==> config.mk <==
export PLATFORM = sky130hd
export DESIGN_NAME = sram_read_capture
export DESIGN_NICKNAME = d
export VERILOG_FILES = /design/src/rtl/sram_read_capture.sv
export SDC_FILE = /design/constraint.sdc
export NUM_CORES = 1
export LEC_CHECK = 0
export ABC_AREA = 1
export CAP_MARGIN = 20
export CORE_ASPECT_RATIO = 0.75
export CORE_UTILIZATION = 58
export DETAILED_ROUTE_END_ITERATION = 7
export GPL_ROUTABILITY_DRIVEN = 0
export GPL_TIMING_DRIVEN = 0
export PLACE_DENSITY = 0.91
export SYNTH_ARGS = -nofsm -noshare
export SYNTH_HDL_FRONTEND = slang
export SYNTH_SLANG_ARGS = --single-unit
==> constraint.sdc <==
create_clock -name clk -period 6.3 [get_ports clk]
set_clock_uncertainty 0.15 [all_clocks]
set_input_delay 1.575 -clock clk [delete_from_list [all_inputs] [get_ports clk]]
set_output_delay 1.575 -clock clk [all_outputs]
set_load 0.01 [all_outputs]
==> src/rtl/sram_read_capture.sv <==
// sram_read_capture: observes the SRAM read-cycle FSM strobes, owns the
// SRAM address counter, captures each word driven on the data bus when
// output enable first goes low, and queues {data, address} pairs in a
// small first-word-fall-through FIFO for a valid/ready consumer.
module sram_read_capture #(
    parameter int ADDR_W = 11,
    parameter int DATA_W = 8,
    parameter int DEPTH  = 4,
    parameter int CNT_W  = 16
) (
    input  logic              clk,
    input  logic              reset,
    input  logic              latch,
    input  logic              count,
    input  logic              not_oe,
    input  logic              reading,
    input  logic [ADDR_W-1:0] start_addr,
    input  logic [DATA_W-1:0] sram_dq_in,
    output logic [ADDR_W-1:0] sram_addr,
    output logic [DATA_W-1:0] rd_data,
    output logic [ADDR_W-1:0] rd_addr,
    output logic              rd_valid,
    input  logic              rd_ready,
    output logic [CNT_W-1:0]  words_read,
    output logic              overflow
);

    localparam int PTR_W = (DEPTH > 1) ? $clog2(DEPTH) : 1;
    localparam int OCC_W = PTR_W + 1;

    // Delayed copies of the FSM strobes used for edge detection.
    logic latch_d;
    logic count_d;
    logic not_oe_d;
    logic reading_d;

    logic burst_start;
    logic addr_adv;
    logic capture;
    logic pop;
    logic push_ok;
    logic full;
    logic empty;

    logic [PTR_W-1:0]  wr_ptr;
    logic [PTR_W-1:0]  rd_ptr;
    logic [OCC_W-1:0]  occ;
    logic [DATA_W-1:0] data_mem [DEPTH];
    logic [ADDR_W-1:0] addr_mem [DEPTH];

    // Burst start only on the first latch rise of a burst; later latch rises
    // inside the same burst (reading_d high) must not reload the address.
    assign burst_start = latch && !latch_d && !reading_d;
    assign addr_adv    = count && !count_d && reading;
    // One capture per OE-low window: only the falling edge of not_oe counts.
    assign capture     = !not_oe && not_oe_d;

    assign empty    = (occ == '0);
    assign full     = (occ == OCC_W'(DEPTH));
    assign pop      = !empty && rd_ready;
    // A push into a full FIFO is still accepted when the head leaves the same cycle.
    assign push_ok  = capture && (!full || pop);

    assign rd_valid = !empty;
    assign rd_data  = empty ? '0 : data_mem[rd_ptr];
    assign rd_addr  = empty ? '0 : addr_mem[rd_ptr];

    // Register strobe history; count/not_oe idle high so reset creates no false edges.
    always_ff @(posedge clk) begin
        if (reset) begin
            latch_d   <= 1'b0;
            count_d   <= 1'b1;
            not_oe_d  <= 1'b1;
            reading_d <= 1'b0;
        end else begin
            latch_d   <= latch;
            count_d   <= count;
            not_oe_d  <= not_oe;
            reading_d <= reading;
        end
    end

    // SRAM address counter: burst start reload has priority over advance.
    always_ff @(posedge clk) begin
        if (reset) begin
            sram_addr <= '0;
        end else if (burst_start) begin
            sram_addr <= start_addr;
        end else if (addr_adv) begin
            sram_addr <= sram_addr + ADDR_W'(1);
        end
    end

    // Capture statistics: every capture counts, dropped ones set the sticky flag.
    always_ff @(posedge clk) begin
        if (reset) begin
            words_read <= '0;
            overflow   <= 1'b0;
        end else begin
            if (capture) begin
                words_read <= words_read + CNT_W'(1);
            end
            if (capture && !push_ok) begin
                overflow <= 1'b1;
            end
        end
    end

    // FIFO pointers and occupancy.
    always_ff @(posedge clk) begin
        if (reset) begin
            wr_ptr <= '0;
            rd_ptr <= '0;
            occ    <= '0;
        end else begin
            if (push_ok) begin
                wr_ptr <= wr_ptr + PTR_W'(1);
            end
            if (pop) begin
                rd_ptr <= rd_ptr + PTR_W'(1);
            end
            if (push_ok && !pop) begin
                occ <= occ + OCC_W'(1);
            end else if (pop && !push_ok) begin
                occ <= occ - OCC_W'(1);
            end
        end
    end

    // FIFO storage; contents are don't-care until the pointers make them visible.
    always_ff @(posedge clk) begin
        if (push_ok) begin
            data_mem[wr_ptr] <= sram_dq_in;
            addr_mem[wr_ptr] <= sram_addr;
        end
    end

endmodule
==> results by group, run 1 <==
Routing
  – Post-route ant nets: 0
  – DR DRC count: 2
  – Total number of vias: approximately 4000
  – Average wire per standard cell: 17.0 um
  – Final WL: 12400 um
  – Via/cell ratio: around 5.6
  – DRT iter0 DRCs: just under 500
  – 1st-pass router iterations: 8

Worst setup path
  – CP max FO: 10
  – Crit path kind: reg2out
  – CP arrival: roughly 2.3 ns
  – Peak per-stage delay on the critical path: around 0.6 ns
  – Stages on worst setup path: 5
  – Worst-path cell chain: inv_2, clkbuf_1, o21ai_0, a21oi_1, clkdlybuf4s50_1
  – Cell family with most CP delay: buffers and inverters
  – Startpoint types: flop
  – CP required: 4.58 ns
  – R2r worst-path depth: 11
  – Crit path buffers/inverters: 3
  – Crit-path slowest cell: clkdlybuf4s50_1
  – CP endpoint kind: output pin

Pwr
  – Clock power frac: 0.371
  – Switching share of power: 0.304
  – Internal cell power: approximately 0.0018 W
  – Lkg Pwr: 2.45 nW
  – Logic pwr share: 0.266
  – PD cells: 385 nW/um2
  – Maximum vdd drop: between 300 and 400 uV
  – Psw: just under 0.0008 W
  – Seq pwr share: 0.362

STA
  – Period utilization: 0.635
  – Final setup violation count: 0
  – Hold Vio Cnt, Final: 0
  – Tmin final: 4.00 ns
  – TNS Setup: 0 ns
  – Fmax: ~250 MHz
  – Pins Over Slew Limit: 0
  – Slew headroom: 0.314
  – Worst-Margin Slew: a little over 1 ns
  – RSZ-0062 raised after global routing: no

Synthesis
  – Ys async rst share: 0
  – Yosys warns: 0
  – Post-Syn Instances: 512
  – Ys flop type: edfxtp_1
  – Most common cell in the netlist: nor2_1
  – Yosys reg bits: 117
  – Post-synthesis cell type count: 41
  – Commonest cells in the synthesized netlist: 115 x nor2_1, 76 x edfxtp_1, 54 x nand2_1, 47 x o21ai_0, 41 x dfxtp_1
  – Area leader, netlist: edfxtp_1
  – EDFF count, synth: 76
  – Area share of the largest cell type after synthesis: 0.449
  – Netlist Area Pre-Place: just over 5000 um2
  – Post-Synthesis Mean Instance Area: between 9 and 10 um2
  – Area contributors post-synth: edfxtp_1 45%, dfxtp_1 16%, nor2_1 8.5%, o21ai_0 4.6%, nand2_1 4.0%
  – Sequential share of the synthesized area: 0.611
  – Syn_nets: about 550

Clocking
  – Htree depth: 4
  – Sink Count: between 100 and 150
  – Hold Buf Count CTS: 0
  – Max Root-Sink Buffers: 2
  – CTS Root Cell: clkbuf_16
  – Num CTS Buffers: 17
  – CTS tree: built
  – Post-CTS sizing: 0
  – Clock Latency Late Sink: 0.41 ns
  – Setup repair bufs after CTS: 0
  – Worst-path clk slew: ~0.060 ns

Floorplanning
  – Initial Util: 0.598
  – Die Span Y: 83.0 um
  – Die W: between 100 and 150 um
  – Row count: 29
  – Die Footprint: just over 9000 um2
  – Core Area: around 8500 um2
  – Top Ports: 74

Global routing
  – Vias in the first global route: about 4100
  – GRT overflow: 0
  – Initial antenna violation count: 0
  – Largest net degree at the start of global routing: 20
  – Overall global routing resource usage: 0.287
  – First-pass GRT wire length: a little under 20000 um

Run
  – Number of max-cap violations: 0

Finish
  – Fin nets: 641
  – Layout cells sized above 1: 0.136
  – N_diodes: 0
  – Layout Cells excl Fill: 727
  – Layout overhead on the synthesized area: 29.7%
  – Fillers: 517

Status
  – Status: finished, violations left
  – Failing checks: DRC

Placement
  – Detailed placer's ending HPWL: between 7000 and 8000 um
  – Placed cell count: ~700
  – Buffers on Ports: 73

Min path
  – Worst hold path cell count: 1
  – Worst Hold Class: reg2reg
## power by group through the flow
stage / combinational [W] / sequential (W) / clock (W)
6_report: 0.000676 / 0.000920 / 0.000942
5_1_grt: 0.000732 / 0.000925 / 0.000978
4_1_cts: 0.000673 / 0.000919 / 0.000943
3_5_place_dp: 0.000659 / 0.000934 / 0
3_3_place_gp: 0.000628 / 0.000929 / 0
2_1_floorplan: 0.000349 / 0.000925 / 0
## layer usage
layer  vias up  global-route usage  share of wire  routed length, um
met3        26              0.0973          0.096               1190
met4         0               0.101          0.019                235
li1       1924                   -              -                  -
met2       236               0.467           0.49               6010
met1      1901               0.354           0.40               4950
met5         -                   0              0                  0
## final cells by class
class	instances	area (um2)	area share
clock buffer	17	425	0.0646
multi-input combinational	336	1720	0.261
clock inverter	14	151	0.0230
sequential	117	3100	0.471
tap	108	135	0.0205
inverter	41	154	0.0234
timing repair buffer	76	785	0.119
buffer	18	114	0.0173
## worst paths after layout
| path | startpoint | slack (ns) | endpoint |
|---|---|---|---|
| hold / removal | overflow | 0.32 | overflow |
| hold reg to reg | overflow | 0.32 | overflow |
| setup / recovery | flop | 2.30 | rd_addr[8] |
| setup reg to reg | not_oe_d | 4.00 | occ[2] |
## logic make-up after synthesis
logic type / after synthesis / share of synthesized area
compound gates: 108 / 0.114
fa+ha+maj: 8 / 0.0212
buf+inv: 59 / 0.0527
simple gates: 215 / 0.192
xor+xnor: 5 / 0.00862
flops: 117 / 0.611
## placed cells by master (no fill, tap or decap), types with 4 or more instances in the layout
master	instances
inv_6	4
clkinv_4	4
nor3_1	5
buf_4	4
nand2_1	54
dfxtp_1	41
inv_1	34
nor2_2	8
buf_6	4
xor2_1	4
clkdlybuf4s50_1	73
edfxtp_1	76
nand3_1	14
inv_2	5
clkbuf_16	17
ha_1	7
a21oi_1	37
o21ai_1	13
o21ai_0	47
nor2_4	6
nor2_1	111
buf_2	5
## state kept, by name (all words and copies together), names as in the netlist, 2 cells and up, named ones only
name / flops
addr_mem: 44
data_mem: 32
rd_ptr: 2
sram_addr: 11
words_read: 16
occ: 3
wr_ptr: 2
## stage by stage
| step | total power, W | hold slack [ns] | area, um2 | setup slack (ns) | utilization |
|---|---|---|---|---|---|
| global route | 0.00264 | 0.357 | 6590 | 2.21 | 0.776 |
| finish | 0.00254 | 0.320 | 6590 | 2.30 | 0.776 |
| detailed placement | 0.00159 | 0.308 | 6010 | 2.33 | 0.708 |
| CTS | 0.00253 | 0.326 | 6590 | 2.35 | 0.776 |
| floorplan | 0.00127 | 0.292 | 5080 | 2.95 | - |
| global placement | 0.00156 | 0.303 | 5940 | 1.92 | 0.700 |
Power figures use the tool's default switching activity.
==> inputs of run 2 (changes only) <==
CORE_UTILIZATION = 49   (was 58)
PLACE_DENSITY = 0.83   (was 0.91)
clock period = 3.5 ns   (was 6.3 ns; I/O delays follow)
==> results by group, run 2 (same netlist as run 1, synthesis figures left out) <==
Status
  – Status: completed (was finished, violations left)

Clocking
  – Clock Latency Late Sink: 0.42 ns (was 0.41 ns)
  – CTS tree: built (unchanged)
  – Worst-path clk slew: 0.06 ns (about the same)
  – Sink Count: 117 (unchanged)
  – Setup repair bufs after CTS: 0 (unchanged)
  – Hold Buf Count CTS: 0 (unchanged)
  – CTS Root Cell: clkbuf_16 (unchanged)
  – Max Root-Sink Buffers: 2 (unchanged)
  – Htree depth: 4 (unchanged)
  – Num CTS Buffers: 17 (unchanged)
  – Post-CTS sizing: 0 (unchanged)

Finish
  – Commonest non-fill, non-tap cells in the layout: 111 x nor2_1, 76 x edfxtp_1, 73 x clkdlybuf4s50_1 (unchanged)
  – Layout Cells excl Fill: 752 (was 727)
  – N_diodes: 0 (unchanged)
  – Largest Register: addr_mem (unchanged)
  – Max FFs per register: 44 (unchanged)
  – Fin nets: 641 (unchanged)
  – Top flop regs: addr_mem x44, data_mem x32, words_read x16 (unchanged)
  – Layout overhead on the synthesized area: 30.4% (was 29.7%)
  – Layout cells sized above 1: 0.139 (was 0.136)
  – Most common cell after layout, fill and taps aside: nor2_1 (unchanged)

Floorplanning
  – Row count: 31 (was 29)
  – Core Area: 9850 um2 (was 8490 um2)
  – Die Footprint: 10800 um2 (was 9140 um2)
  – Die W: 120 um (was 110 um)
  – Die Span Y: 90.2 um (was 83.0 um)
  – Initial Util: 0.515 (was 0.598)
  – Top Ports: 74 (unchanged)

Worst setup path
  – Crit path kind: reg2out (unchanged)
  – Worst-path cell chain: inv_2, buf_2, clkbuf_2, o21ai_0, a21oi_1, clkdlybuf4s50_1 (was inv_2, clkbuf_1, o21ai_0, a21oi_1, clkdlybuf4s50_1)
  – CP endpoint kind: output pin (unchanged)
  – Cell family with most CP delay: buffers and inverters (unchanged)
  – CP arrival: 2.21 ns (was 2.28 ns)
  – CP required: 2.47 ns (was 4.58 ns)
  – Peak per-stage delay on the critical path: 0.58 ns (was 0.59 ns)
  – Crit-path slowest cell: clkdlybuf4s50_1 (unchanged)
  – Crit path buffers/inverters: 4 (was 3)
  – Startpoint types: flop (unchanged)
  – Stages on worst setup path: 6 (was 5)
  – R2r worst-path depth: 11 (unchanged)
  – CP max FO: 10 (unchanged)

STA
  – Hold Vio Cnt, Final: 0 (unchanged)
  – Final setup violation count: 0 (unchanged)
  – Pins Over Slew Limit: 0 (unchanged)
  – Worst-Margin Slew: 1.01 ns (was 1.03 ns)
  – Tmin final: 3.24 ns
  – Period utilization: 0.925
  – Slew headroom: 0.324 (was 0.314)
  – RSZ-0062 raised after global routing: no (unchanged)
  – TNS Setup: 0 ns (unchanged)
  – Fmax: about 310 MHz

Routing
  – DR DRC count: 0 (was 2)
  – 1st-pass router iterations: 5 (was 8)
  – Total number of vias: 3955 (was 4087)
  – Final WL: 11900 um (was 12400 um)
  – Via/cell ratio: 5.26 (was 5.62)
  – Average wire per standard cell: 15.8 um (was 17.0 um)
  – DRT iter0 DRCs: 373 (was 488)
  – Post-route ant nets: 0 (unchanged)

Global routing
  – GRT overflow: 0 (unchanged)
  – Global Route met3 Usage: 0.0914 (was 0.0973)
  – Met1 Use GR: 0.292 (was 0.354)
  – Largest net degree at the start of global routing: 20 (unchanged)
  – Vias in the first global route: 3981 (was 4064)
  – First-pass GRT wire length: 19700 um (was 19500 um)
  – Initial antenna violation count: 0 (unchanged)
  – Met2 GRT Util: 0.391 (was 0.467)
  – Overall global routing resource usage: 0.240 (was 0.287)
  – GRT busiest layer: met2 (unchanged)

Min path
  – Worst Hold Class: reg2reg (unchanged)
  – Worst hold path cell count: 1 (unchanged)

Pwr
  – Total power draw: 0.00457 W (was 0.00254 W)
  – PD cells: 690 nW/um2 (was 385 nW/um2)
  – Maximum vdd drop: 320 uV (was 350 uV)
  – Lkg Pwr: 2.45 nW (about the same)

Placement
  – Detailed placer's ending HPWL: 7750 um (was 7560 um)
  – Placed cell count: 720 (was 696)
  – Buffers on Ports: 73 (unchanged)

Run
  – Number of max-cap violations: 0 (unchanged)
==> run 2: cell types whose count changed in the layout (fill, tap and decap cells not counted), sizes merged <==
| cell | change |
|---|---|
| clkbuf | +3 |
| clkinvlp | +3 |
| inv | -3 |
| clkinv | -2 |
==> run 2: worst reg2reg max path: cells and delay by family, from the launching register on <==
kind | cells | cell delay [ns]
AO/OA/AOI/OAI | 4 | 0.51
flip-flops | 1 | 0.37
buffers and inverters | 3 | 0.32
adder cells (fa/ha/maj) | 2 | 0.52
AND/OR/NAND/NOR | 2 | 0.35
==> run 2: report_power, final <==
group	internal, W	switching [W]
clock network	0.00110	0.000621
logic	0.000546	0.000650
registers	0.00158	0.0000729
total	0.00323	0.00134
==> run 2: per-stage QoR <==
stage / hold WS (ns) / area (um2) / setup slack (ns) / util
after floorplan: 0.292 / 5080 / 0.849 / -
after CTS: 0.337 / 6620 / 0.279 / 0.672
after detailed placement: 0.313 / 6030 / 0.196 / 0.612
after global routing: 0.355 / 6620 / 0.0613 / 0.672
final: 0.331 / 6620 / 0.264 / 0.672
after global placement: 0.304 / 5970 / -0.169 / 0.606
==> run 2: path summary, 6_finish.rpt <==
path                                    to  slack, ns  startpoint
worst max register to register      occ[2]       1.17    not_oe_d
worst min register to register   rd_ptr[0]       0.33   rd_ptr[0]
worst max-delay path            rd_addr[9]       0.26        flop
worst min-delay path             rd_ptr[0]       0.33   rd_ptr[0]
==> run 2: area by class of cell <==
type / count / area (um2)
multi-input cells: 336 / 1720
inverters: 41 / 154
well taps: 132 / 165
repair buffers: 76 / 776
clock inverters: 12 / 128
plain buffers: 18 / 114
fillers: 728 / 3230
clock buffers: 20 / 467
flip-flops and latches: 117 / 3100
==> run 2: metal layers <==
layer | vias to the layer above | wire length [um]
met4 | 0 | 187
met2 | 137 | 5750
met3 | 22 | 911
met1 | 1877 | 5070
li1 | 1919 | -
met5 | - | 0
==> inputs of run 3 (changes only) <==
CORE_UTILIZATION = 54   (was 49)
PLACE_DENSITY = 0.86   (was 0.83)
clock period = 3.3 ns   (was 3.5 ns; I/O delays follow)
==> results by group, run 3 (same netlist as run 1, synthesis figures left out) <==
Finish
  – Fin nets: 642 (was 641)
  – Final Util: 0.734 (was 0.672)
  – Commonest non-fill, non-tap cells in the layout: 111 x nor2_1, 76 x edfxtp_1, 72 x clkdlybuf4s50_1 (was 111 x nor2_1, 76 x edfxtp_1, 73 x clkdlybuf4s50_1)
  – N_diodes: 0 (unchanged)
  – Top flop regs: addr_mem x44, data_mem x32, words_read x16 (unchanged)
  – Layout overhead on the synthesized area: 31.4% (was 30.4%)
  – Largest Register: addr_mem (unchanged)
  – Max FFs per register: 44 (unchanged)
  – Layout cells sized above 1: 0.142 (was 0.139)
  – Most common cell after layout, fill and taps aside: nor2_1 (unchanged)

Routing
  – Total number of vias: 3985 (was 3955)
  – 1st-pass router iterations: 7 (was 5)
  – DR DRC count: 0 (unchanged)
  – DRT iter0 DRCs: 480 (was 373)
  – Final WL: 12000 um (was 11900 um)
  – Post-route ant nets: 0 (unchanged)
  – Average wire per standard cell: 16.0 um (was 15.8 um)
  – Via/cell ratio: 5.32 (was 5.26)

Placement
  – Buffers on Ports: 73 (unchanged)
  – Detailed placer's ending HPWL: 7570 um (was 7750 um)

Global routing
  – Overall global routing resource usage: 0.267 (was 0.240)
  – First-pass GRT wire length: 19500 um (was 19700 um)
  – Vias in the first global route: 3997 (was 3981)
  – GRT overflow: 0 (unchanged)
  – Largest net degree at the start of global routing: 18 (was 20)
  – Initial antenna violation count: 0 (unchanged)

STA
  – Hold Vio Cnt, Final: 0 (unchanged)
  – Slew headroom: 0.634 (was 0.324)
  – Pins Over Slew Limit: 0 (unchanged)
  – Period utilization: 0.976
  – Tmin final: roughly 3.2 ns
  – RSZ-0062 raised after global routing: no (unchanged)
  – Final setup violation count: 0 (unchanged)
  – Worst-Margin Slew: 0.549 ns (was 1.01 ns)
  – TNS Setup: 0 ns (unchanged)
  – Fmax: between 300 and 400 MHz

Clocking
  – Max Root-Sink Buffers: 2 (unchanged)
  – Setup repair bufs after CTS: 0 (unchanged)
  – Clock Latency Late Sink: 0.42 ns (about the same)
  – CTS Root Cell: clkbuf_16 (unchanged)
  – Htree depth: 4 (unchanged)
  – Sink Count: 117 (unchanged)
  – CTS tree: built (unchanged)
  – Num CTS Buffers: 17 (unchanged)
  – Worst-path clk slew: 0.06 ns (about the same)

Run
  – Number of max-cap violations: 0 (unchanged)

Floorplanning
  – Die Footprint: 9800 um2 (was 10800 um2)
  – Initial Util: 0.559 (was 0.515)
  – Die W: 114 um (was 120 um)
  – Row count: 30 (was 31)
  – Die Span Y: 86.0 um (was 90.2 um)
  – Top Ports: 74 (unchanged)
  – Core Area: 9080 um2 (was 9850 um2)

Status
  – Status: completed (unchanged)

Worst setup path
  – CP endpoint kind: output pin (unchanged)
  – Crit-path slowest cell: clkdlybuf4s50_1 (unchanged)
  – Crit path buffers/inverters: 4 (unchanged)
  – Stages on worst setup path: 6 (unchanged)
  – Startpoint types: flop (unchanged)
  – CP max FO: 10 (unchanged)
  – Worst-path cell chain: inv_2, buf_2, buf_2, o21ai_0, a21oi_1, clkdlybuf4s50_1 (was inv_2, buf_2, clkbuf_2, o21ai_0, a21oi_1, clkdlybuf4s50_1)
  – CP required: 2.32 ns (was 2.47 ns)
  – Peak per-stage delay on the critical path: 0.58 ns (about the same)
  – Most frequent CP cell: buf_2
  – Crit path kind: reg2out (unchanged)
  – CP arrival: 2.25 ns (was 2.21 ns)
  – Cell family with most CP delay: buffers and inverters (unchanged)
  – R2r worst-path depth: 11 (unchanged)

Min path
  – Worst hold path cell count: 1 (unchanged)
  – Worst Hold Class: reg2reg (unchanged)

Pwr
  – Lkg Pwr: 2.48 nW (was 2.45 nW)
  – PD cells: 742 nW/um2 (was 690 nW/um2)
  – Maximum vdd drop: 383 uV (was 320 uV)
==> run 3: power breakdown <==
part / total, W / leakage, nW / internal, W / switching (W)
sequential: 0.00175 / 1.04 / 0.00168 / 0.0000761
clock: 0.00192 / 0.293 / 0.00120 / 0.000712
combinational: 0.00128 / 1.15 / 0.000584 / 0.000700
total: 0.00495 / 2.48 / 0.00346 / 0.00149
==> run 3: area by class of cell <==
type / instances / area [um2]
timing repair buffer: 77 / 802
fill: 617 / 2410
buffer: 18 / 115
sequential: 117 / 3100
inverter: 41 / 154
tap: 128 / 160
clock buffer: 17 / 425
multi-input combinational: 336 / 1720
clock inverter: 15 / 194
==> run 3: worst paths after layout <==
kind                                from          to  slack (ns)
worst max-delay path                flop  rd_addr[9]        0.08
worst min-delay path            overflow    overflow        0.32
worst max register to register  not_oe_d      occ[2]        1.02
worst min register to register  overflow    overflow        0.32
==> run 3: worst reg2reg max path: cells and delay by family (launching register included) <==
kind	cells	cell delay (ns)
AOI/OAI and AO/OA	4	0.48
and+or+nand+nor	2	0.34
adders and majority gates	2	0.53
DFF	1	0.37
buffers and inverters	3	0.30
==> run 3: layer usage <==
metal | global-route usage | vias up | part of all wire
li1 | - | 1921 | -
met1 | 0.321 | 1867 | 0.41
met2 | 0.437 | 178 | 0.49
met3 | 0.0905 | 19 | 0.089
met4 | 0.124 | 0 | 0.015
met5 | 0 | - | 0
==> run 3: what timing repair did <==
item	CTS	global route
hold buffers	0	0
setup endpoints to repair	0	2
resized for setup	0	3
==> run 3: metrics by stage <==
stage	cells	setup WS [ns]	power (W)	hold WS, ns	cell area (um2)
after global placement	713	-0.338	0.00298	0.303	5970
after floorplan	512	0.699	0.00243	0.292	5080
after detailed placement	717	0.0866	0.00304	0.307	6050
after global routing	749	0.00355	0.00515	0.346	6670
after CTS	749	0.104	0.00497	0.325	6670
final	749	0.0800	0.00495	0.322	6670
